<file path="src/rtl/sprite_blitter.sv">
// rtl/sprite_blitter.sv - CHIP-8/SCHIP DXYN sprite draw engine (fetch, XOR into vram, collision)
module sprite_blitter #(
  parameter int CLIP = 1
) (
  input  logic        clk,
  input  logic        reset,
  input  logic        start,
  input  logic [7:0]  x,
  input  logic [7:0]  y,
  input  logic [3:0]  n,
  input  logic [11:0] i_addr,
  input  logic [1:0]  plane,
  output logic        busy,
  output logic        done,
  output logic        collision,
  output logic [11:0] ram_addr,
  input  logic [7:0]  ram_dout,
  output logic [6:0]  vram_hpos,
  output logic [5:0]  vram_vpos,
  input  logic [1:0]  vram_pixelo,
  output logic [1:0]  vram_pixeli,
  output logic        vram_we
);

  typedef enum logic [2:0] {
    S_IDLE, S_FETCH, S_LOAD, S_SCAN, S_READ, S_WRITE, S_DONE
  } state_t;

  state_t r_state, w_next;

  logic [6:0]  r_x;
  logic [5:0]  r_y;
  logic [11:0] r_i;
  logic [1:0]  r_plane;
  logic        r_bpr2;
  logic [5:0]  r_total;
  logic [5:0]  r_byte_idx;
  logic [7:0]  r_shift;
  logic [2:0]  r_col;
  logic        r_busy;
  logic        r_done;
  logic        r_collision;
  logic [11:0] r_ram_addr;
  logic [6:0]  r_hpos;
  logic [5:0]  r_vpos;
  logic        r_we;

  logic        w_half;
  logic [3:0]  w_row;
  logic [7:0]  w_xsum;
  logic [6:0]  w_ysum;
  logic        w_onscreen;
  logic        w_draw;
  logic [5:0]  w_byte_inc;
  state_t      w_adv_state;
  logic        w_accept;
  logic        w_advance;
  logic        w_unused_bits;

  assign w_unused_bits = ^{x[7], y[7:6]};

  // Two-byte-wide SCHIP rows: even byte is the left half, odd byte the right half.
  assign w_half     = r_bpr2 & r_byte_idx[0];
  assign w_row      = r_bpr2 ? r_byte_idx[4:1] : r_byte_idx[3:0];
  assign w_xsum     = {1'b0, r_x} + {4'b0000, w_half, 3'b000} + {5'b00000, r_col};
  assign w_ysum     = {1'b0, r_y} + {3'b000, w_row};
  assign w_onscreen = (CLIP == 0) || (!w_xsum[7] && !w_ysum[6]);
  assign w_draw     = r_shift[7] && (r_plane != 2'b00) && w_onscreen;
  assign w_byte_inc = r_byte_idx + 6'd1;

  always_comb begin
    w_adv_state = S_SCAN;
    if (r_col == 3'd7) begin
      w_adv_state = (w_byte_inc == r_total) ? S_DONE : S_FETCH;
    end
  end

  always_ff @(posedge clk) begin
    if (!reset) begin
      r_state <= S_IDLE;
    end else begin
      r_state <= w_next;
    end
  end

  always_comb begin
    w_next    = r_state;
    w_accept  = 1'b0;
    w_advance = 1'b0;
    case (r_state)
      S_IDLE: begin
        if (start) begin
          w_accept = 1'b1;
          w_next   = S_FETCH;
        end
      end
      S_FETCH: w_next = S_LOAD;
      S_LOAD:  w_next = S_SCAN;
      S_SCAN: begin
        if (w_draw) begin
          w_next = S_READ;
        end else begin
          w_advance = 1'b1;
          w_next    = w_adv_state;
        end
      end
      S_READ:  w_next = S_WRITE;
      S_WRITE: begin
        w_advance = 1'b1;
        w_next    = w_adv_state;
      end
      S_DONE:  w_next = S_IDLE;
      default: w_next = S_IDLE;
    endcase
  end

  always_ff @(posedge clk) begin
    if (!reset) begin
      r_x         <= '0;
      r_y         <= '0;
      r_i         <= '0;
      r_plane     <= '0;
      r_bpr2      <= 1'b0;
      r_total     <= '0;
      r_byte_idx  <= '0;
      r_shift     <= '0;
      r_col       <= '0;
      r_busy      <= 1'b0;
      r_done      <= 1'b0;
      r_collision <= 1'b0;
      r_ram_addr  <= '0;
      r_hpos      <= '0;
      r_vpos      <= '0;
      r_we        <= 1'b0;
    end else begin
      r_busy <= (w_next != S_IDLE);
      r_done <= (w_next == S_DONE);
      r_we   <= (w_next == S_WRITE);
      if (w_accept) begin
        r_x         <= x[6:0];
        r_y         <= y[5:0];
        r_i         <= i_addr;
        r_plane     <= plane;
        r_bpr2      <= (n == 4'd0);
        r_total     <= (n == 4'd0) ? 6'd32 : {2'b00, n};
        r_byte_idx  <= '0;
        r_collision <= 1'b0;
      end
      if (w_next == S_FETCH) begin
        r_ram_addr <= w_accept ? i_addr : (r_i + {6'b000000, w_byte_inc});
      end
      if (r_state == S_LOAD) begin
        r_shift <= ram_dout;
        r_col   <= '0;
      end
      if (w_advance) begin
        r_col   <= r_col + 3'd1;
        r_shift <= {r_shift[6:0], 1'b0};
        if (r_col == 3'd7) begin
          r_byte_idx <= w_byte_inc;
        end
      end
      if (w_next == S_READ) begin
        r_hpos <= w_xsum[6:0];
        r_vpos <= w_ysum[5:0];
      end
      if ((r_state == S_WRITE) && ((vram_pixelo & r_plane) != 2'b00)) begin
        r_collision <= 1'b1;
      end
    end
  end

  assign busy        = r_busy;
  assign done        = r_done;
  assign collision   = r_collision;
  assign ram_addr    = r_ram_addr;
  assign vram_hpos   = r_hpos;
  assign vram_vpos   = r_vpos;
  assign vram_we     = r_we;
  assign vram_pixeli = (r_state == S_WRITE) ? (vram_pixelo ^ r_plane) : 2'b00;

endmodule

</file>
<file path="config.mk">
export PLATFORM = sky130hd
export DESIGN_NAME = sprite_blitter
export DESIGN_NICKNAME = d
export VERILOG_FILES = /design/src/rtl/sprite_blitter.sv
export SDC_FILE = /design/constraint.sdc
export NUM_CORES = 1
export LEC_CHECK = 0
export BUFFER_PORTS_ARGS = -buffer_cell sky130_fd_sc_hd__buf_2
export CAP_MARGIN = 20
export CORE_ASPECT_RATIO = 0.75
export CORE_MARGIN = 3
export CORE_UTILIZATION = 55
export DETAILED_ROUTE_END_ITERATION = 12
export MAX_ROUTING_LAYER = met4
export PLACE_DENSITY = 0.78
export SYNTH_ARGS = -nofsm -noshare
export SYNTH_HDL_FRONTEND = slang
export SYNTH_SLANG_ARGS = --single-unit
</file>
<file path="constraint.sdc">
create_clock -name clk -period 3.3 [get_ports clk]
set_input_delay 0.495 -clock clk [delete_from_list [all_inputs] [get_ports clk]]
set_output_delay 0.495 -clock clk [all_outputs]
set_load 0.005 [all_outputs]
</file>
==> impl_metrics.json, run 1 <==
{
  "critPathMaxFanout": 18,
  "total_power_uw": 2197,
  "synth_largest_area_cell": "dfxtp_1",
  "gp_congestion": 0.9076,
  "worst-path-stages": 12,
  "area_growth_pct": 16.47,
  "min_path_cells": 3,
  "path_clk_slew_ns": 0.08,
  "crit_top_cell": "buf_4",
  "nNetsFinal": 639,
  "grt_start_max_net_pins": 33,
  "synth_top_area_share": 0.3861,
  "rsz0062_at_grt": "no",
  "avgSynthCellArea_sq_um": 8.367,
  "synthCells": 502,
  "max_stage_delay_ns": 0.41,
  "drt_pass1_iterations": 5,
  "yosysUniqueCellTypes": 50,
  "die_width_microns": 106.9,
  "drt-initial-drc-count": 254,
  "grt_pass1_vias": 3534,
  "io_pins": 78,
  "drt-vias-per-instance": 5.663,
  "fmax_mhz": 325.4,
  "grt_pass1_wl_mm": 16.48,
  "vdd_drop_max_uv": 217.6,
  "r2r_cells": 12,
  "synthTopCellsByArea": "dfxtp_1, nand2_1, a21oi_1, ha_1, mux2i_1",
  "synth_seq_cells": 81,
  "ant_nets": 0,
  "antenna_found_initial": 0,
  "leakagePower_uw": 0.002133,
  "synth_edf_count": 0,
  "slew_violations": 0,
  "cap_violations": 0,
  "final_area_sq_um": 4892,
  "fillers": 597,
  "worstPathRequired_ns": 3.58,
  "finalHoldViolations": 0,
  "portBuffers": 74,
  "outcome": "completed",
  "dpl_cell_area_sq_um": 4667,
  "dp_hpwl_mm": 7.386,
  "synth_common_cells": "nand2_1, dfxtp_1, a21oi_1",
  "fin_crit_sh": 0.9312,
  "yosysWarnings": 0,
  "vias": 3811,
  "start_util": 0.5923,
  "dieArea_sq_um": 8732,
  "slew_headroom": 0.4012,
  "setup_violations": 0,
  "num_antenna_cells": 0,
  "clock_latency_ns": 0.35,
  "skew_ns": 0.008507,
  "placed_cells": 656,
  "fin_cells": 673,
  "cp_top_family": "compound AO/OA/AOI/OAI gates",
  "synth_ff_type": "dfxtp_1",
  "htreeDepth": 3,
  "drcViolationCount": 0,
  "crit_arrival_ns": 3.35,
  "worst_pin_slew_ns": 0.8957,
  "tritoncts": "done",
  "crit_path_end_kind": "register",
  "critPathKind": "reg -> reg",
  "drive_gt1_frac": 0.2104,
  "worst_path_max_delay_cell": "dfxtp_2",
  "worstPathCellList": "mux2_2, ha_1, nor2_1, a211oi_1, buf_4, a211oi_2, o21ai_0, buf_4, and2_1, buf_12, or3b_1, a21oi_1",
  "syn_area_sq_um": 4200,
  "grt_usage": 0.2445,
  "path_buf_inv": 3,
  "cts_buffers": 9,
  "row_count": 26,
  "yosysMostFrequentCell": "nand2_1",
  "coreArea_sq_um": 7092,
  "grt.overflow.total": 0,
  "pre_cts_ws_ns": 0.1817,
  "wl_per_cell_microns": 14.84,
  "hold_path_class": "in -> reg",
  "crit_path_start_kind": "register",
  "layout_min_cycle_time_ns": 3.073,
  "synth_fp_nets": 571,
  "cts-root-buf": "clkbuf_8",
  "die_h_microns": 81.68,
  "power.density_nw_per_um2": 449.0,
  "setup_ws_ns": 0.2271,
  "ys_seq_area_frac": 0.3861,
  "finalSetupTns_ns": 0,
  "cts_buffer_depth": 2,
  "clock-sinks": 81,
  "async_flop_share": 0,
  "finalWirelength_mm": 9.985
}
-- path summary, 6_finish.rpt --
kind / startpoint / end / slack (ns)
worst max register to register: r_total[5]$_SDFFE_PN0P_ / r_col[2]$_SDFFE_PN0P_ / 0.23
worst max-delay path: r_total[5]$_SDFFE_PN0P_ / r_col[2]$_SDFFE_PN0P_ / 0.23
worst min register to register: collision$_SDFFE_PN0P_ / collision$_SDFFE_PN0P_ / 0.46
worst min-delay path: y[4] / r_y[4]$_SDFFE_PN0P_ / 0.37
-- routing by layer --
metal,global-route usage,vias to the layer above,wire (microns)
met5,-,-,0
met4,0.08301,0,136
met3,0.05734,18,771
met2,0.3769,155,4683
met1,0.3198,1758,4393
li1,-,1880,-
-- layout by cell type, fill, tap and decap left out, types with 2 or more instances in the layout --
cell	count
nand2b_1	4
buf_4	15
nand2_1	100
and3_1	7
ha_1	19
a211oi_1	10
nor2_1	30
clkinvlp_4	2
mux2_2	2
a31oi_1	8
nand3_1	21
and2_1	3
xor2_1	9
a22oi_1	7
mux2i_1	18
a21oi_1	58
nor3_1	3
nor2b_1	2
buf_2	74
o211ai_1	3
nand3b_1	2
clkbuf_8	12
a311o_1	2
and3_4	2
o21ai_0	11
xnor2_1	13
a311oi_2	6
o31ai_1	2
dfxtp_1	80
inv_1	15
fa_1	3
a21o_1	8
o21bai_1	2
-- cell type report --
cell class / instances / area [sq um] / area share
Clock buffer: 12 / 165.2 / 0.03376
Clock inverter: 4 / 50.05 / 0.01023
Inverter: 16 / 60.06 / 0.01228
Multi-Input combinational cell: 372 / 2369 / 0.4841
Sequential cell: 81 / 1623 / 0.3317
Tap cell: 98 / 122.6 / 0.02506
Timing Repair Buffer: 90 / 503.0 / 0.1028
-- repair_timing --
| item | CTS | global route |
|---|---|---|
| setup endpoints to repair | 0 | 15 |
| hold buffers | 0 | 0 |
| gates resized for setup | 0 | 3 |
| buffers inserted | 0 | 1 |
-- stage by stage --
| stage | util | hold slack (ns) |
|---|---|---|
| finish | 0.6898 | 0.3677 |
| global route | 0.6898 | 0.3527 |
| CTS | 0.6884 | 0.3537 |
| detailed placement | 0.6581 | 0.4487 |
| global placement | 0.6581 | 0.4368 |
| floorplan | - | 0.4329 |
-- worst reg2reg max path, delay by kind of cell (launching register included) --
family | cells | cell delay (ns)
AOI/OAI and AO/OA | 4 | 0.75
and+or+nand+nor | 3 | 0.70
buffers and inverters | 3 | 0.46
DFF | 1 | 0.41
muxes | 1 | 0.36
adders and majority gates | 1 | 0.32
-- flip-flops by register name (all words and copies together), names as in the netlist --
| signal | cells |
|---|---|
| busy | 1 |
| collision | 1 |
| done | 1 |
| r_byte_idx | 6 |
| r_col | 3 |
| r_i | 12 |
| r_plane | 2 |
| r_shift | 8 |
| r_state | 3 |
| r_total | 5 |
| r_x | 7 |
| r_y | 6 |
| ram_addr | 12 |
| vram_hpos | 7 |
| vram_vpos | 6 |
| vram_we | 1 |
-- cells by family (layout without fill, tap and decap cells) --
logic type,count (synthesis),after routing,synth area share
xor+xnor,24,24,0.05690
mux,20,20,0.04826
flops,81,81,0.3861
buf+inv,49,122,0.05034
compound gates,125,125,0.1933
simple gates,181,181,0.1942
fa+ha+maj,22,22,0.07090
-- report_power, final --
group          total, uW  switching (uW)  leakage, uW  internal (uW)
combinational        347             201      0.00137            146
clock                769             358     0.000105            410
sequential          1080            45.7     0.000661           1040
Power figures use the tool's default switching activity.
==> run 2, diff against run 1 <==
--- a/config.mk
+++ b/config.mk
@@ -8,11 +8,11 @@
 export BUFFER_PORTS_ARGS = -buffer_cell sky130_fd_sc_hd__buf_2
 export CAP_MARGIN = 20
 export CORE_ASPECT_RATIO = 0.75
-export CORE_MARGIN = 3
-export CORE_UTILIZATION = 55
+export CORE_MARGIN = 5
+export CORE_UTILIZATION = 46
 export DETAILED_ROUTE_END_ITERATION = 12
 export MAX_ROUTING_LAYER = met4
-export PLACE_DENSITY = 0.78
+export PLACE_DENSITY = 0.67
 export SYNTH_ARGS = -nofsm -noshare
 export SYNTH_HDL_FRONTEND = slang
 export SYNTH_SLANG_ARGS = --single-unit
==> constraint.sdc (replaced) <==
create_clock -name clk -period 3.6 [get_ports clk]
set_input_delay 0.54 -clock clk [delete_from_list [all_inputs] [get_ports clk]]
set_output_delay 0.54 -clock clk [all_outputs]
set_load 0.005 [all_outputs]
==> impl_metrics.json, run 2 (synthesis gave the netlist of run 1 again) <==
{
  "crit_path_start_kind": "register",
  "slew_violations": 0,
  "pre_cts_ws_ns": 0.3403,
  "clock-sinks": 81,
  "portBuffers": 74,
  "layout_min_cycle_time_ns": 3.267,
  "cts_setup_buffers": 0,
  "tritoncts": "done",
  "cp_top_family": "compound AO/OA/AOI/OAI gates",
  "path_buf_inv": 4,
  "htreeDepth": 3,
  "drive_gt1_frac": 0.1986,
  "skew_ns": 0.005144,
  "cts_buffer_depth": 2,
  "dieArea_sq_um": 11160,
  "area_growth_pct": 17.69,
  "wl_per_cell_microns": 14.49,
  "cts_hold_buffers": 0,
  "drt_pass1_iterations": 5,
  "worst_path_max_delay_cell": "dfxtp_1",
  "antenna_found_initial": 0,
  "cap_violations": 0,
  "critPathKind": "reg -> reg",
  "nNetsFinal": 634,
  "slew_headroom": 0.4222,
  "grt.overflow.total": 0,
  "drt-vias-per-instance": 5.499,
  "io_pins": 78,
  "hold_path_class": "in -> reg",
  "row_count": 30,
  "setup_violations": 0,
  "fin_crit_sh": 0.9075,
  "fin_hold_ws_ns": 0.4434,
  "die_width_microns": 120.3,
  "dp_hpwl_mm": 7.216,
  "crit_arrival_ns": 3.51,
  "vias": 3745,
  "worstPathCellList": "inv_1, o21ai_0, ha_1, inv_1, fa_1, nand2b_1, a211oi_1, buf_4, a211oi_2, a211oi_1, a311o_1, buf_4, a31oi_1, a311oi_2",
  "grt_start_max_net_pins": 38,
  "fmax_mhz": 306.1,
  "crit_path_end_kind": "register",
  "cts-root-buf": "clkbuf_16",
  "num_antenna_cells": 0,
  "total_power_uw": 2207,
  "drt-initial-drc-count": 121,
  "grt_pass1_wl_mm": 16.95,
  "start_util": 0.4682,
  "setup_ws_ns": 0.3331,
  "coreArea_sq_um": 8971,
  "max_stage_delay_ns": 0.44,
  "leakagePower_uw": 0.002146,
  "worst_pin_slew_ns": 0.8667,
  "grt_usage": 0.1916,
  "ctsResizeCount": 0,
  "vdd_drop_max_uv": 229.9,
  "outcome": "completed",
  "critPathMaxFanout": 6,
  "finalSetupTns_ns": 0,
  "fillers": 844,
  "power.density_nw_per_um2": 446.5,
  "grt_pass1_vias": 3574,
  "gp_congestion": 0.8449,
  "worstPathRequired_ns": 3.85,
  "cts_buffers": 9,
  "drcViolationCount": 0,
  "rsz0062_at_grt": "no",
  "path_clk_slew_ns": 0.06,
  "finalWirelength_mm": 9.865,
  "final_common_cell": "nand2_1",
  "clock_latency_ns": 0.34,
  "final_cell_mix": "nand2_1, dfxtp_1, buf_2",
  "finalHoldViolations": 0,
  "ant_nets": 0,
  "die_h_microns": 92.76
}
## run 2: per-layer routing
metal,part of all wire,vias to the layer above,track usage
met4,0.016,0,0.05283
met3,0.051,22,0.04701
met2,0.45,103,0.2987
met1,0.48,1742,0.2498
met5,0,-,-
li1,-,1878,-
## run 2: power by group
part | switching, uW | internal, uW | leakage, uW | total [uW]
clock | 349 | 558 | 0.000147 | 907
sequential | 39.5 | 951 | 0.000660 | 990
combinational | 181 | 129 | 0.00134 | 310
total | 570 | 1640 | 0.00215 | 2210
## run 2: worst reg2reg max path, stage by stage (launching register included)
cell and delay, ns:
dfxtp_1 0.44, inv_1 0.16, o21ai_0 0.21, ha_1 0.20
inv_1 0.05, fa_1 0.39, nand2b_1 0.18, a211oi_1 0.25
buf_4 0.18, a211oi_2 0.06, a211oi_1 0.23, a311o_1 0.29
buf_4 0.18, a31oi_1 0.10, a311oi_2 0.27
## run 2: layout make-up
| type | count | area [sq um] | area share |
|---|---|---|---|
| Clock inverter | 1 | 7.507 | 0.001519 |
| Multi-Input combinational cell | 372 | 2367 | 0.4789 |
| Clock buffer | 14 | 294.0 | 0.05948 |
| Timing Repair Buffer | 85 | 452.9 | 0.09162 |
| Inverter | 16 | 60.06 | 0.01215 |
| Tap cell | 112 | 140.1 | 0.02835 |
| Sequential cell | 81 | 1622 | 0.3280 |
## run 2: final timing paths
path                            slack (ns)  depth (start not counted)                 startpoint                        end
worst max register to register        0.33                         14   r_byte_idx[0]$_SDFF_PN0_   ram_addr[5]$_SDFFE_PN0N_
worst min-delay path                  0.44                          3                       x[2]        r_x[2]$_SDFFE_PN0P_
worst max-delay path                  0.33                         14   r_byte_idx[0]$_SDFF_PN0_   ram_addr[5]$_SDFFE_PN0N_
worst min register to register        0.46                          2  ram_addr[10]$_SDFFE_PN0N_  ram_addr[10]$_SDFFE_PN0N_
## run 2: per-stage QoR
| step | cells | instance area, sq um | utilization |
|---|---|---|---|
| finish | 681 | 4943 | 0.5510 |
| global route | 681 | 4943 | 0.5510 |
| CTS | 681 | 4943 | 0.5510 |
| detailed placement | 666 | 4642 | 0.5174 |
| global placement | 666 | 4642 | 0.5174 |
| floorplan | 502 | 4200 | - |
==> run 3, diff against run 2 <==
==> constraint.sdc (replaced) <==
create_clock -name clk -period 3.6 [get_ports clk]
set_input_delay 0.36 -clock clk [delete_from_list [all_inputs] [get_ports clk]]
set_output_delay 0.36 -clock clk [all_outputs]
set_load 0.005 [all_outputs]
==> impl_metrics.json, run 3 (synthesis gave the netlist of run 1 again) <==
{
  "area_growth_pct": 16.62,
  "drive_gt1_frac": 0.1937,
  "die_width_microns": 120.3,
  "vias": 3753,
  "htreeDepth": 3,
  "finalSetupTns_ns": 0,
  "setup_ws_ns": 0.2919,
  "drt-vias-per-instance": 5.519,
  "fin_crit_sh": 0.9189,
  "coreArea_sq_um": 8971,
  "fmax_mhz": 302.3,
  "drt_pass1_iterations": 5,
  "dieArea_sq_um": 11160,
  "worstHoldStart": "x[0]",
  "gp_congestion": 0.8400,
  "min_path_cells": 3,
  "worstPathCellList": "mux2_2, ha_1, nor2_1, a211oi_1, buf_4, a2111oi_0, and2_1, mux2i_1, nor2_1",
  "vdd_drop_max_uv": 252.2,
  "tritoncts": "done",
  "r2r_cells": 9,
  "finalHoldViolations": 0,
  "final_common_cell": "nand2_1",
  "cts-root-buf": "clkbuf_16",
  "worst_pin_slew_ns": 1.022,
  "hold_path_class": "in -> reg",
  "pre_cts_ws_ns": 0.2878,
  "slew_headroom": 0.3176,
  "grt_start_max_net_pins": 59,
  "wl_per_cell_microns": 14.64,
  "worstPathRequired_ns": 3.79,
  "ant_nets": 0,
  "outcome": "completed",
  "nNetsFinal": 633,
  "portBuffers": 74,
  "grt_usage": 0.1897,
  "cts_buffer_depth": 2,
  "final_cell_mix": "nand2_1, dfxtp_1, buf_2",
  "rsz0062_at_grt": "no",
  "skew_ns": 0.007780,
  "row_count": 30,
  "grt_pass1_wl_mm": 16.84,
  "clock-sinks": 81,
  "dp_hpwl_mm": 7.194,
  "worst_path_max_delay_cell": "and2_1",
  "critPathKind": "reg -> reg",
  "max_stage_delay_ns": 0.77,
  "finalWirelength_mm": 9.954,
  "crit_path_end_kind": "register",
  "clock_latency_ns": 0.34,
  "cap_violations": 0,
  "leakagePower_uw": 0.002123,
  "drt-initial-drc-count": 174,
  "crit_top_cell": "nor2_1",
  "cts_hold_buffers": 0,
  "slew_violations": 0,
  "drcViolationCount": 0,
  "crit_arrival_ns": 3.50,
  "antenna_found_initial": 0,
  "ctsResizeCount": 0,
  "r2r_slack_ns": 0.29,
  "crit_path_start_kind": "register",
  "cts_buffers": 9,
  "fin_hold_ws_ns": 0.2606,
  "cts_setup_buffers": 0,
  "cp_top_family": "simple AND/OR/NAND/NOR gates",
  "grt.overflow.total": 0,
  "setup_violations": 0,
  "io_pins": 78,
  "critPathMaxFanout": 18,
  "layout_min_cycle_time_ns": 3.308,
  "num_antenna_cells": 0,
  "die_h_microns": 92.76,
  "grt_pass1_vias": 3505,
  "hold_path_end": "r_x[0]$_SDFFE_PN0P_",
  "regToRegEndpoint": "vram_hpos[4]$_SDFFE_PN0N_",
  "path_buf_inv": 1,
  "total_power_uw": 2136,
  "start_util": 0.4682,
  "r2r_start": "r_total[5]$_SDFFE_PN0P_",
  "path_clk_slew_ns": 0.06,
  "power.density_nw_per_um2": 436.2
}
run 3: cell types whose count changed in the layout (fill, tap and decap cells not counted), sizes merged:
cell | before | now
clkbuf | 14 | 12
clkinv | 0 | 2
buf | 85 | 84
run 3: report_power, final:
| group | switching [uW] | total, uW | leakage (uW) | internal (uW) |
|---|---|---|---|---|
| registers | 39.8 | 990 | 0.000660 | 951 |
| logic | 182 | 310 | 0.00133 | 129 |
| clock network | 356 | 836 | 0.000128 | 480 |
| total | 577 | 2140 | 0.00212 | 1560 |
run 3: worst max-delay path by stage:
stage / end / cells after the start / slack, ns / from
floorplan: r_shift[6]$_SDFFE_PN0P_ / 15 / 0.61 / r_total[5]$_SDFFE_PN0P_
global placement: vram_vpos[0]$_SDFFE_PN0N_ / 9 / 0.36 / r_total[5]$_SDFFE_PN0P_
detailed placement: vram_hpos[4]$_SDFFE_PN0N_ / 9 / 0.29 / r_total[5]$_SDFFE_PN0P_
CTS: vram_vpos[2]$_SDFFE_PN0N_ / 9 / 0.27 / r_total[5]$_SDFFE_PN0P_
global route: vram_hpos[4]$_SDFFE_PN0N_ / 9 / 0.007 / r_total[5]$_SDFFE_PN0P_
finish: vram_hpos[4]$_SDFFE_PN0N_ / 9 / 0.29 / r_total[5]$_SDFFE_PN0P_
run 3: final cells by class:
cell class              instances  area [sq um]
inverters                      16         60.06
well taps                     112         140.1
clock inverters                 3         17.52
clock buffers                  12         246.5
fillers                       843          4073
flip-flops and latches         81          1622
multi-input cells             372          2367
repair buffers                 84         445.4
run 3: per-layer routing:
metal	vias to the layer above	GRT usage	share of wire
met5	-	-	0
met4	0	0.04245	0.0063
met3	8	0.04945	0.062
met2	114	0.3001	0.45
met1	1765	0.2458	0.48
li1	1866	-	-
run 3: stage by stage:
| stage | instance area, sq um | utilization | std cells |
|---|---|---|---|
| after global routing | 4898 | 0.5460 | 680 |
| after CTS | 4898 | 0.5460 | 680 |
| after floorplan | 4200 | - | 502 |
| after global placement | 4634 | 0.5166 | 665 |
| final | 4898 | 0.5460 | 680 |
| after detailed placement | 4634 | 0.5166 | 665 |
run 3: worst reg2reg max path: cells and delay by family, from the launching register on:
kind / cells / cell delay (ns)
AOI/OAI and AO/OA: 2 / 0.59
buffers and inverters: 1 / 0.15
muxes: 2 / 0.68
DFF: 1 / 0.47
and+or+nand+nor: 3 / 0.96
adders and majority gates: 1 / 0.32
